File: config.mk
export PLATFORM = sky130hd
export DESIGN_NAME = apb_gpio_master_arb
export DESIGN_NICKNAME = d
export VERILOG_FILES = /design/src/rtl/apb_gpio_master_arb_pkg.sv /design/src/rtl/apb_rr_arb2.sv /design/src/rtl/apb_gpio_master_arb.sv
export SDC_FILE = /design/constraint.sdc
export NUM_CORES = 1
export LEC_CHECK = 0
export CORE_AREA = 2 2 107 109
export CTS_BUF_LIST = sky130_fd_sc_hd__clkbuf_16
export DETAILED_ROUTE_END_ITERATION = 6
export DIE_AREA = 0 0 109 111
export DONT_BUFFER_PORTS = 1
export PLACE_DENSITY = 0.64
export SYNTH_ARGS = -nofsm -noshare
export SYNTH_HDL_FRONTEND = slang
export SYNTH_SLANG_ARGS = --single-unit
File: constraint.sdc
create_clock -name PCLK -period 6.6 [get_ports PCLK]
set_clock_uncertainty 0.05 [all_clocks]
set_input_delay 0.99 -clock PCLK [delete_from_list [all_inputs] [get_ports PCLK]]
set_output_delay 0.99 -clock PCLK [all_outputs]
set_load 0.02 [all_outputs]
File: src/rtl/apb_gpio_master_arb_pkg.sv
`default_nettype none
// ============================================================================
// apb_gpio_master_arb_pkg : FSM encodings and gpio_apb register offsets
// Revision: 1.0
// ============================================================================
package apb_gpio_master_arb_pkg;

    typedef enum logic [1:0] {
        ST_IDLE   = 2'd0,
        ST_SETUP  = 2'd1,
        ST_ACCESS = 2'd2
    } state_e;

    localparam logic [31:0] GPIO_REG_DATA_IN  = 32'h0000_0000;
    localparam logic [31:0] GPIO_REG_DATA_OUT = 32'h0000_0004;
    localparam logic [31:0] GPIO_REG_DIR      = 32'h0000_0008;
    localparam logic [31:0] GPIO_REG_IRQ      = 32'h0000_000C;
    localparam logic [31:0] GPIO_REG_LIMIT    = 32'h0000_0010;

endpackage
`default_nettype wire

File: src/rtl/apb_rr_arb2.sv
`default_nettype none
// ============================================================================
// apb_rr_arb2 : combinational two-way round-robin grant
// Revision: 1.0
// ============================================================================
module apb_rr_arb2 (
    input  logic [1:0] req_valid_i,
    input  logic       rr_ptr_i,
    output logic [1:0] grant_o
);

    // A lone requester always wins; rr_ptr only breaks ties.
    assign grant_o[0] = req_valid_i[0] & (~req_valid_i[1] | ~rr_ptr_i);
    assign grant_o[1] = req_valid_i[1] & (~req_valid_i[0] |  rr_ptr_i);

endmodule
`default_nettype wire

File: src/rtl/apb_gpio_master_arb.sv
`default_nettype none
// ============================================================================
// apb_gpio_master_arb : two-requester APB3 master with round-robin and timeout
// Revision: 1.0
// ============================================================================
module apb_gpio_master_arb
    import apb_gpio_master_arb_pkg::*;
#(
    parameter int ADDR_WIDTH = 32,
    parameter int DATA_WIDTH = 32,
    parameter int TIMEOUT    = 255
) (
    input  logic                    PCLK,
    input  logic                    PRESET,
    input  logic [1:0]              req_valid,
    output logic [1:0]              req_ready,
    input  logic [1:0]              req_write,
    input  logic [2*ADDR_WIDTH-1:0] req_addr,
    input  logic [2*DATA_WIDTH-1:0] req_wdata,
    output logic [1:0]              rsp_valid,
    output logic [DATA_WIDTH-1:0]   rsp_rdata,
    output logic                    rsp_err,
    output logic                    PSEL,
    output logic                    PENABLE,
    output logic [ADDR_WIDTH-1:0]   PADDR,
    output logic                    PWRITE,
    output logic [DATA_WIDTH-1:0]   PWDATA,
    input  logic [DATA_WIDTH-1:0]   PRDATA,
    input  logic                    PREADY,
    input  logic                    PSLVERR
);

    localparam int CNT_W = (TIMEOUT > 0) ? $clog2(TIMEOUT + 1) : 1;
    localparam logic [CNT_W-1:0] CNT_LIMIT = CNT_W'(TIMEOUT);

    state_e           state_q;
    logic             rr_ptr_q;
    logic             owner_q;
    logic [CNT_W-1:0] cnt_q;
    logic [CNT_W-1:0] cnt_d;
    logic [1:0]       grant;
    logic             sel;
    logic             timeout_hit;

    apb_rr_arb2 u_arb (
        .req_valid_i (req_valid),
        .rr_ptr_i    (rr_ptr_q),
        .grant_o     (grant)
    );

    assign req_ready   = (state_q == ST_IDLE && !PRESET) ? grant : 2'b00;
    assign sel         = grant[1];
    assign cnt_d       = cnt_q + CNT_W'(1);
    assign timeout_hit = (TIMEOUT != 0) && (cnt_d == CNT_LIMIT);

    always_ff @(posedge PCLK or posedge PRESET) begin
        if (PRESET) begin
            state_q   <= ST_IDLE;
            rr_ptr_q  <= 1'b0;
            owner_q   <= 1'b0;
            cnt_q     <= '0;
            PSEL      <= 1'b0;
            PENABLE   <= 1'b0;
            PWRITE    <= 1'b0;
            PADDR     <= '0;
            PWDATA    <= '0;
            rsp_valid <= 2'b00;
            rsp_rdata <= '0;
            rsp_err   <= 1'b0;
        end else begin
            rsp_valid <= 2'b00;
            case (state_q)
                ST_IDLE: begin
                    if (|grant) begin
                        owner_q <= sel;
                        PWRITE  <= req_write[sel];
                        PADDR   <= sel ? req_addr[2*ADDR_WIDTH-1:ADDR_WIDTH]
                                       : req_addr[ADDR_WIDTH-1:0];
                        PWDATA  <= sel ? req_wdata[2*DATA_WIDTH-1:DATA_WIDTH]
                                       : req_wdata[DATA_WIDTH-1:0];
                        PSEL    <= 1'b1;
                        cnt_q   <= '0;
                        state_q <= ST_SETUP;
                    end
                end
                ST_SETUP: begin
                    PENABLE <= 1'b1;
                    state_q <= ST_ACCESS;
                end
                ST_ACCESS: begin
                    // A real PREADY beats a timeout landing in the same cycle.
                    if (PREADY || timeout_hit) begin
                        PSEL      <= 1'b0;
                        PENABLE   <= 1'b0;
                        rsp_valid <= owner_q ? 2'b10 : 2'b01;
                        rsp_err   <= PREADY ? PSLVERR : 1'b1;
                        rsp_rdata <= (PREADY && !PWRITE) ? PRDATA : '0;
                        rr_ptr_q  <= ~owner_q;
                        state_q   <= ST_IDLE;
                    end else begin
                        cnt_q <= cnt_d;
                    end
                end
                default: state_q <= ST_IDLE;
            endcase
        end
    end

endmodule
`default_nettype wire
==> out/qor.tcl, run 1 <==
set qor(setup_total_negative_slack_ps) 0
set qor(synth_cells) 448
set qor(setup_repair_after_global_routing_missed_its_margin) {no}
set qor(critical_path.max_stage_delay_ps) 760
set qor(gp_congestion) 0.846
set qor(portion_of_the_post_synthesis_area_used_by_sequential_elements_pct) 56.3
set qor(report.power.total_mw) 3.20
set qor(post_layout_nonfiller_instances) 594
set qor(status) {completed}
set qor(die-width_um) 109
set qor(critical_path.max_fanout) 3
set qor(n_antenna_cell) 0
set qor(finalSetupViolations) 0
set qor(irDropWorstVdd_uv) 287
set qor(wire_per_inst_um) 19.4
set qor(hp-start) {owner_q}
set qor(dp.final_hpwl_mm) 8.18
set qor(total_routing_usage_gr_pct) 19.2
set qor(number_of_buffers_added_for_setup_after_cts) 0
set qor(cp_class) {input pin to output pin}
set qor(asyncSetResetFlopFracSynth_pct) 100
set qor(areaGrowthSynthToFinish_pct) 12.8
set qor(slew_violations) 0
set qor(synth.avg_cell_area_sq_um) 11.3
set qor(worst-slew-pin-transition_ps) 1190
set qor(clkLatencyLatePin_ps) 400
set qor(ys.warnings.count) 0
set qor(routed-via-count) 3325
set qor(cts_resized) 0
set qor(finalWirelength_mm) 11.5
set qor(ys_types) 47
set qor(worst_setup_path_start_kind) {input pin}
set qor(cp_top_family) {simple AND/OR/NAND/NOR gates}
set qor(number_of_nets_produced_by_synthesis) 618
set qor(min_delay_worst_endpoint) {rsp_valid[0]}
set qor(drive_above_1_share_pct) 12.4
set qor(grt_first_pass_wirelength_mm) 17.6
set qor(timing.max_slew.rel_slack_pct) 20.5
set qor(fp-row-count) 39
set qor(finalHoldViolations) 0
set qor(port_buffer_count) 0
set qor(tritoncts) {built}
set qor(fp.coreArea_sq_um) 11100
set qor(grt_pass1_vias) 3340
set qor(drv.max_cap_violation_count) 0
set qor(dpl.cell_count) 562
set qor(worstReg2RegEnd) {rr_ptr_q}
set qor(fmaxAchievable_mhz) 339
set qor(drc_errors) 0
set qor(ys.flop_type) {sky130_fd_sc_hd__dfrtp_1}
set qor(worst_setup_hold_path_clk_slew_ps) 50
set qor(cts-root-buf) {sky130_fd_sc_hd__clkbuf_16}
set qor(worstReg2RegStart) {cnt_q[0]}
set qor(worst-endpoint-required_ps) 5560
set qor(ctsLongestPathBuffers) 2
set qor(cts_buffers) 17
set qor(final.min_clock_period_ps) 2950
set qor(cts_max_level) 4
set qor(cp_data_arrival_time_ps) 1910
set qor(layout_worst_path_cycle_share_pct) 44.7
set qor(starting_density_of_the_core_pct) 45.7
set qor(drt-pass1-iter-count) 4
set qor(largest_net_degree_at_the_start_of_global_routing) 85
set qor(detail_route.iter0.violations) 217
set qor(timing.critical_path.to_type) {output pin}
set qor(p_per_area_nw_per_um2) 560
set qor(hold_class) {flip-flop to flip-flop}
set qor(ctsHoldBuffers) 0
set qor(grt_antenna_before_repair) 0
set qor(rrSetupSlack_ps) 3700
set qor(synth_enable_flop_cells) 0
set qor(whs_path_depth) 1
set qor(antenna_violating_nets_post_route) 0
set qor(finalNetCount) 608
set qor(synth.cell_area_sq_um) 5070
set qor(io_pins) 272
set qor(timing.reg2reg.worst_path_depth) 5
set qor(die_area_sq_um) 12100
set qor(die-height_um) 111
set qor(timing.critical_path.slowest_stage_cell) {sky130_fd_sc_hd__nor4_1}
set qor(yosys_register_bits) 114
set qor(leakage_nw) 2.78
set qor(path_buf_inv) 1
set qor(grt_overflow_total) 0
set qor(clock_sink_count) 114
set qor(via_per_inst) 5.60
set qor(critical_path.cell_chain) {inv_1, o21ai_4, nor4_1}
cell usage in the layout, fill, tap and decap left out, types with 4 or more instances in the layout:
master,count
sky130_fd_sc_hd__inv_6,4
sky130_fd_sc_hd__nor2_1,5
sky130_fd_sc_hd__clkbuf_16,17
sky130_fd_sc_hd__a22o_2,6
sky130_fd_sc_hd__dfrtp_1,114
sky130_fd_sc_hd__nand3_1,4
sky130_fd_sc_hd__o21ai_0,66
sky130_fd_sc_hd__nand2_1,70
sky130_fd_sc_hd__mux2i_1,67
sky130_fd_sc_hd__a22o_1,26
sky130_fd_sc_hd__inv_1,8
Yosys cell counts, types with 4 or more instances:
library cell               count  area share [%]
sky130_fd_sc_hd__nand2_1      70             5.2
sky130_fd_sc_hd__a22o_1       26             4.5
sky130_fd_sc_hd__dfrtp_1     114              56
sky130_fd_sc_hd__mux2i_1      67              13
sky130_fd_sc_hd__nand3_1       4            0.40
sky130_fd_sc_hd__clkbuf_1     18             1.3
sky130_fd_sc_hd__a22o_2        6             1.2
sky130_fd_sc_hd__buf_2         4            0.40
sky130_fd_sc_hd__buf_6         7             1.6
sky130_fd_sc_hd__inv_1         8            0.59
sky130_fd_sc_hd__o21ai_0      66             6.5
sky130_fd_sc_hd__nor2_1        6            0.44
worst max path at each step:
stage	start	endpoint	depth (start not counted)
floorplan	PRESET	req_ready[0]	2
global placement	PRESET	req_ready[0]	2
detailed placement	req_valid[0]	PADDR[20]	3
CTS	PRESET	req_ready[0]	2
global route	PRESET	req_ready[0]	2
finish	req_valid[0]	req_ready[1]	3
power by group:
part	switching (mW)	internal [mW]	total (mW)
clock	0.332	0.597	0.929
sequential	0.635	1.02	1.65
combinational	0.358	0.262	0.621
layer usage:
| layer | up-vias | global-route usage [%] | part of all wire [%] |
|---|---|---|---|
| li1 | 1583 | - | - |
| met1 | 1548 | 23.0 | 39 |
| met2 | 183 | 30.8 | 49 |
| met3 | 11 | 8.29 | 11 |
| met4 | 0 | 6.41 | 1.3 |
| met5 | - | 0 | 0 |
metrics by stage:
| step | cell area (sq um) | util, % | hold WS, ps | worst slack (ps) |
|---|---|---|---|---|
| after floorplan | 5070 | - | 352 | 1570 |
| after global routing | 5720 | 51.6 | 434 | 3520 |
| after CTS | 5720 | 51.6 | 393 | 3620 |
| after global placement | 5110 | 46.1 | 372 | 3640 |
| after detailed placement | 5110 | 46.1 | 385 | 3600 |
| final | 5720 | 51.6 | 394 | 3650 |
area by class of cell:
class,count,area (sq um)
sequential,114,2850
fill,1006,5360
clock buffer,17,425
tap,143,179
inverter,8,32.5
multi-input combinational,294,2020
clock inverter,15,181
timing repair buffer,3,22.5
registers in the layout, summed over array words and instances, names as in the netlist:
| name | cells |
|---|---|
| PWDATA | 32 |
| rsp_valid | 2 |
| state_q | 2 |
| PADDR | 32 |
| rsp_err | 1 |
| PENABLE | 1 |
| PSEL | 1 |
| rsp_rdata | 32 |
| PWRITE | 1 |
| rr_ptr_q | 1 |
| owner_q | 1 |
| cnt_q | 8 |
worst register-to-register path, stage by stage (launching register included):
cell and delay, ps:
sky130_fd_sc_hd__dfrtp_1 480, sky130_fd_sc_hd__ha_1 300, sky130_fd_sc_hd__or4_1 570, sky130_fd_sc_hd__a32oi_2 620
sky130_fd_sc_hd__nand2_4 370, sky130_fd_sc_hd__mux2_4 390
cells by family (layout without fill, tap and decap cells):
kind of cell / Yosys count / count (layout) / share of synthesized area, %
AO/OA/AOI/OAI: 124 / 124 / 16.4
flip-flops: 114 / 114 / 56.3
AND/OR/NAND/NOR: 100 / 100 / 9.01
multiplexers: 68 / 68 / 13.5
buffers and inverters: 40 / 43 / 4.25
adder cells (fa/ha/maj): 2 / 2 / 0.494
(Power assumes the default switching activity.)
==> inputs of run 2 (changes only) <==
==> constraint.sdc (replaced) <==
create_clock -name PCLK -period 2.9 [get_ports PCLK]
set_clock_uncertainty 0.05 [all_clocks]
set_input_delay 0.435 -clock PCLK [delete_from_list [all_inputs] [get_ports PCLK]]
set_output_delay 0.435 -clock PCLK [all_outputs]
set_load 0.02 [all_outputs]
==> out/qor.tcl, run 2 (synthesis gave the netlist of run 1 again) <==
set qor(cts_resized) 0
set qor(irDropWorstVdd_uv) 516
set qor(cp_top_family) {simple AND/OR/NAND/NOR gates}
set qor(ctsLongestPathBuffers) 2
set qor(clkLatencyLatePin_ps) 400
set qor(grt_overflow_total) 0
set qor(worst-slew-pin-transition_ps) 629
set qor(routed-via-count) 3320
set qor(drive_above_1_share_pct) 13.0
set qor(die-width_um) 109
set qor(via_per_inst) 5.55
set qor(finalSetupViolations) 0
set qor(placement.cell_area_sq_um) 5170
set qor(finalNetCount) 613
set qor(finalHoldViolations) 3
set qor(areaGrowthSynthToFinish_pct) 14.4
set qor(dpl_worst_slack_ps) 452
set qor(detail_route.iter0.violations) 158
set qor(critical_path.max_fanout) 37
set qor(worst-endpoint-required_ps) 3130
set qor(most-common-layout-cells) {sky130_fd_sc_hd__dfrtp_1, sky130_fd_sc_hd__nand2_1, sky130_fd_sc_hd__mux2i_1}
set qor(number_of_buffers_added_for_setup_after_cts) 0
set qor(setup_repair_after_global_routing_missed_its_margin) {no}
set qor(cts_max_level) 4
set qor(violations) {negative hold slack}
set qor(port_buffer_count) 0
set qor(ctsHoldBuffers) 0
set qor(layout_worst_path_cycle_share_pct) 85.2
set qor(timing.critical_path.slowest_stage_cell) {sky130_fd_sc_hd__or4_1}
set qor(cts-root-buf) {sky130_fd_sc_hd__clkbuf_16}
set qor(worst_setup_hold_path_clk_slew_ps) 50
set qor(fp.coreArea_sq_um) 11100
set qor(antenna_violating_nets_post_route) 0
set qor(critical_path.max_stage_delay_ps) 560
set qor(finalInstanceArea_sq_um) 5800
set qor(post_layout_nonfiller_instances) 598
set qor(leakage_nw) 2.83
set qor(io_pins) 272
set qor(final_common_cell) {sky130_fd_sc_hd__dfrtp_1}
set qor(p_per_area_nw_per_um2) 1270
set qor(tritoncts) {built}
set qor(post-route-worst-setup-slack_ps) 428
set qor(die_area_sq_um) 12100
set qor(starting_density_of_the_core_pct) 45.7
set qor(finalHoldWorstSlack_ps) -16.9
set qor(cp_class) {flip-flop to flip-flop}
set qor(wire_per_inst_um) 19.0
set qor(fp-row-count) 39
set qor(critical_path.cell_chain) {ha_1, or4_1, a32oi_2, nand2_4, mux2_4}
set qor(grt_first_pass_wirelength_mm) 17.6
set qor(grt_antenna_before_repair) 0
set qor(reg_top3) {PADDR: 32 flops, PWDATA: 32 flops, rsp_rdata: 32 flops}
set qor(fill_cells) 965
set qor(grt_pass1_vias) 3418
set qor(dp.final_hpwl_mm) 8.04
set qor(gp_congestion) 0.862
set qor(n_antenna_cell) 0
set qor(die-height_um) 111
set qor(timing.max_slew.rel_slack_pct) 58.0
set qor(clock_sink_count) 114
set qor(hold_class) {input pin to async pin}
set qor(path_buf_inv) 0
set qor(total_routing_usage_gr_pct) 19.1
set qor(worst_setup_path_start_kind) {flip-flop}
set qor(post-route-util_pct) 52.3
set qor(cp_data_arrival_time_ps) 2700
set qor(drc_errors) 0
set qor(largest_net_degree_at_the_start_of_global_routing) 115
set qor(drt-pass1-iter-count) 4
set qor(slew_violations) 0
set qor(timing.critical_path.to_type) {flip-flop}
set qor(finalWirelength_mm) 11.4
set qor(cts_buffers) 17
set qor(multi_input_area_sq_um) 2020
set qor(drv.max_cap_violation_count) 0
set qor(ff_latch_area_sq_um) 2850
set qor(status) {finished with violations}
set qor(final.min_clock_period_ps) 2470
set qor(dpl.cell_count) 567
set qor(fmaxAchievable_mhz) 405
==> run 2: report_power, final <==
group | switching, mW | internal, mW
logic | 0.822 | 0.617
clock network | 0.691 | 1.50
registers | 1.43 | 2.32
total | 2.95 | 4.43
==> run 2: cell type report <==
class	count	share of cell area, %
Timing Repair Buffer	8	1.47
Tap cell	143	3.09
Inverter	8	0.583
Clock inverter	14	3.39
Clock buffer	17	7.34
Sequential cell	114	49.2
Multi-Input combinational cell	294	34.9
==> run 2: through the flow <==
stage	hold WS, ps	setup TNS [ps]	total power [mW]
floorplan	352	-258	4.81
global placement	361	0	5.16
detailed placement	376	0	5.25
CTS	71.8	0	7.48
global route	78.2	0	7.86
finish	-16.9	0	7.38
==> run 2: final timing paths <==
check,slack (ps),end,from,cells after the start
max reg2reg,430,rr_ptr_q,cnt_q[0],5
min,-20,state_q[1],PRESET,2
min reg2reg,390,rsp_valid[0],owner_q,1
min in group PCLK,120,rsp_rdata[21],PRDATA[21],1
max,430,rr_ptr_q,cnt_q[0],5
max in group asynchronous,2290,rsp_rdata[11],PRESET,2
==> run 2: metal layers <==
| metal | track usage (%) | vias to the layer above | share of wire (%) |
|---|---|---|---|
| li1 | - | 1584 | - |
| met2 | 31.3 | 166 | 49 |
| met4 | 7.44 | 0 | 1.3 |
| met1 | 21.6 | 1557 | 39 |
| met5 | 0 | - | 0 |
| met3 | 8.52 | 13 | 11 |
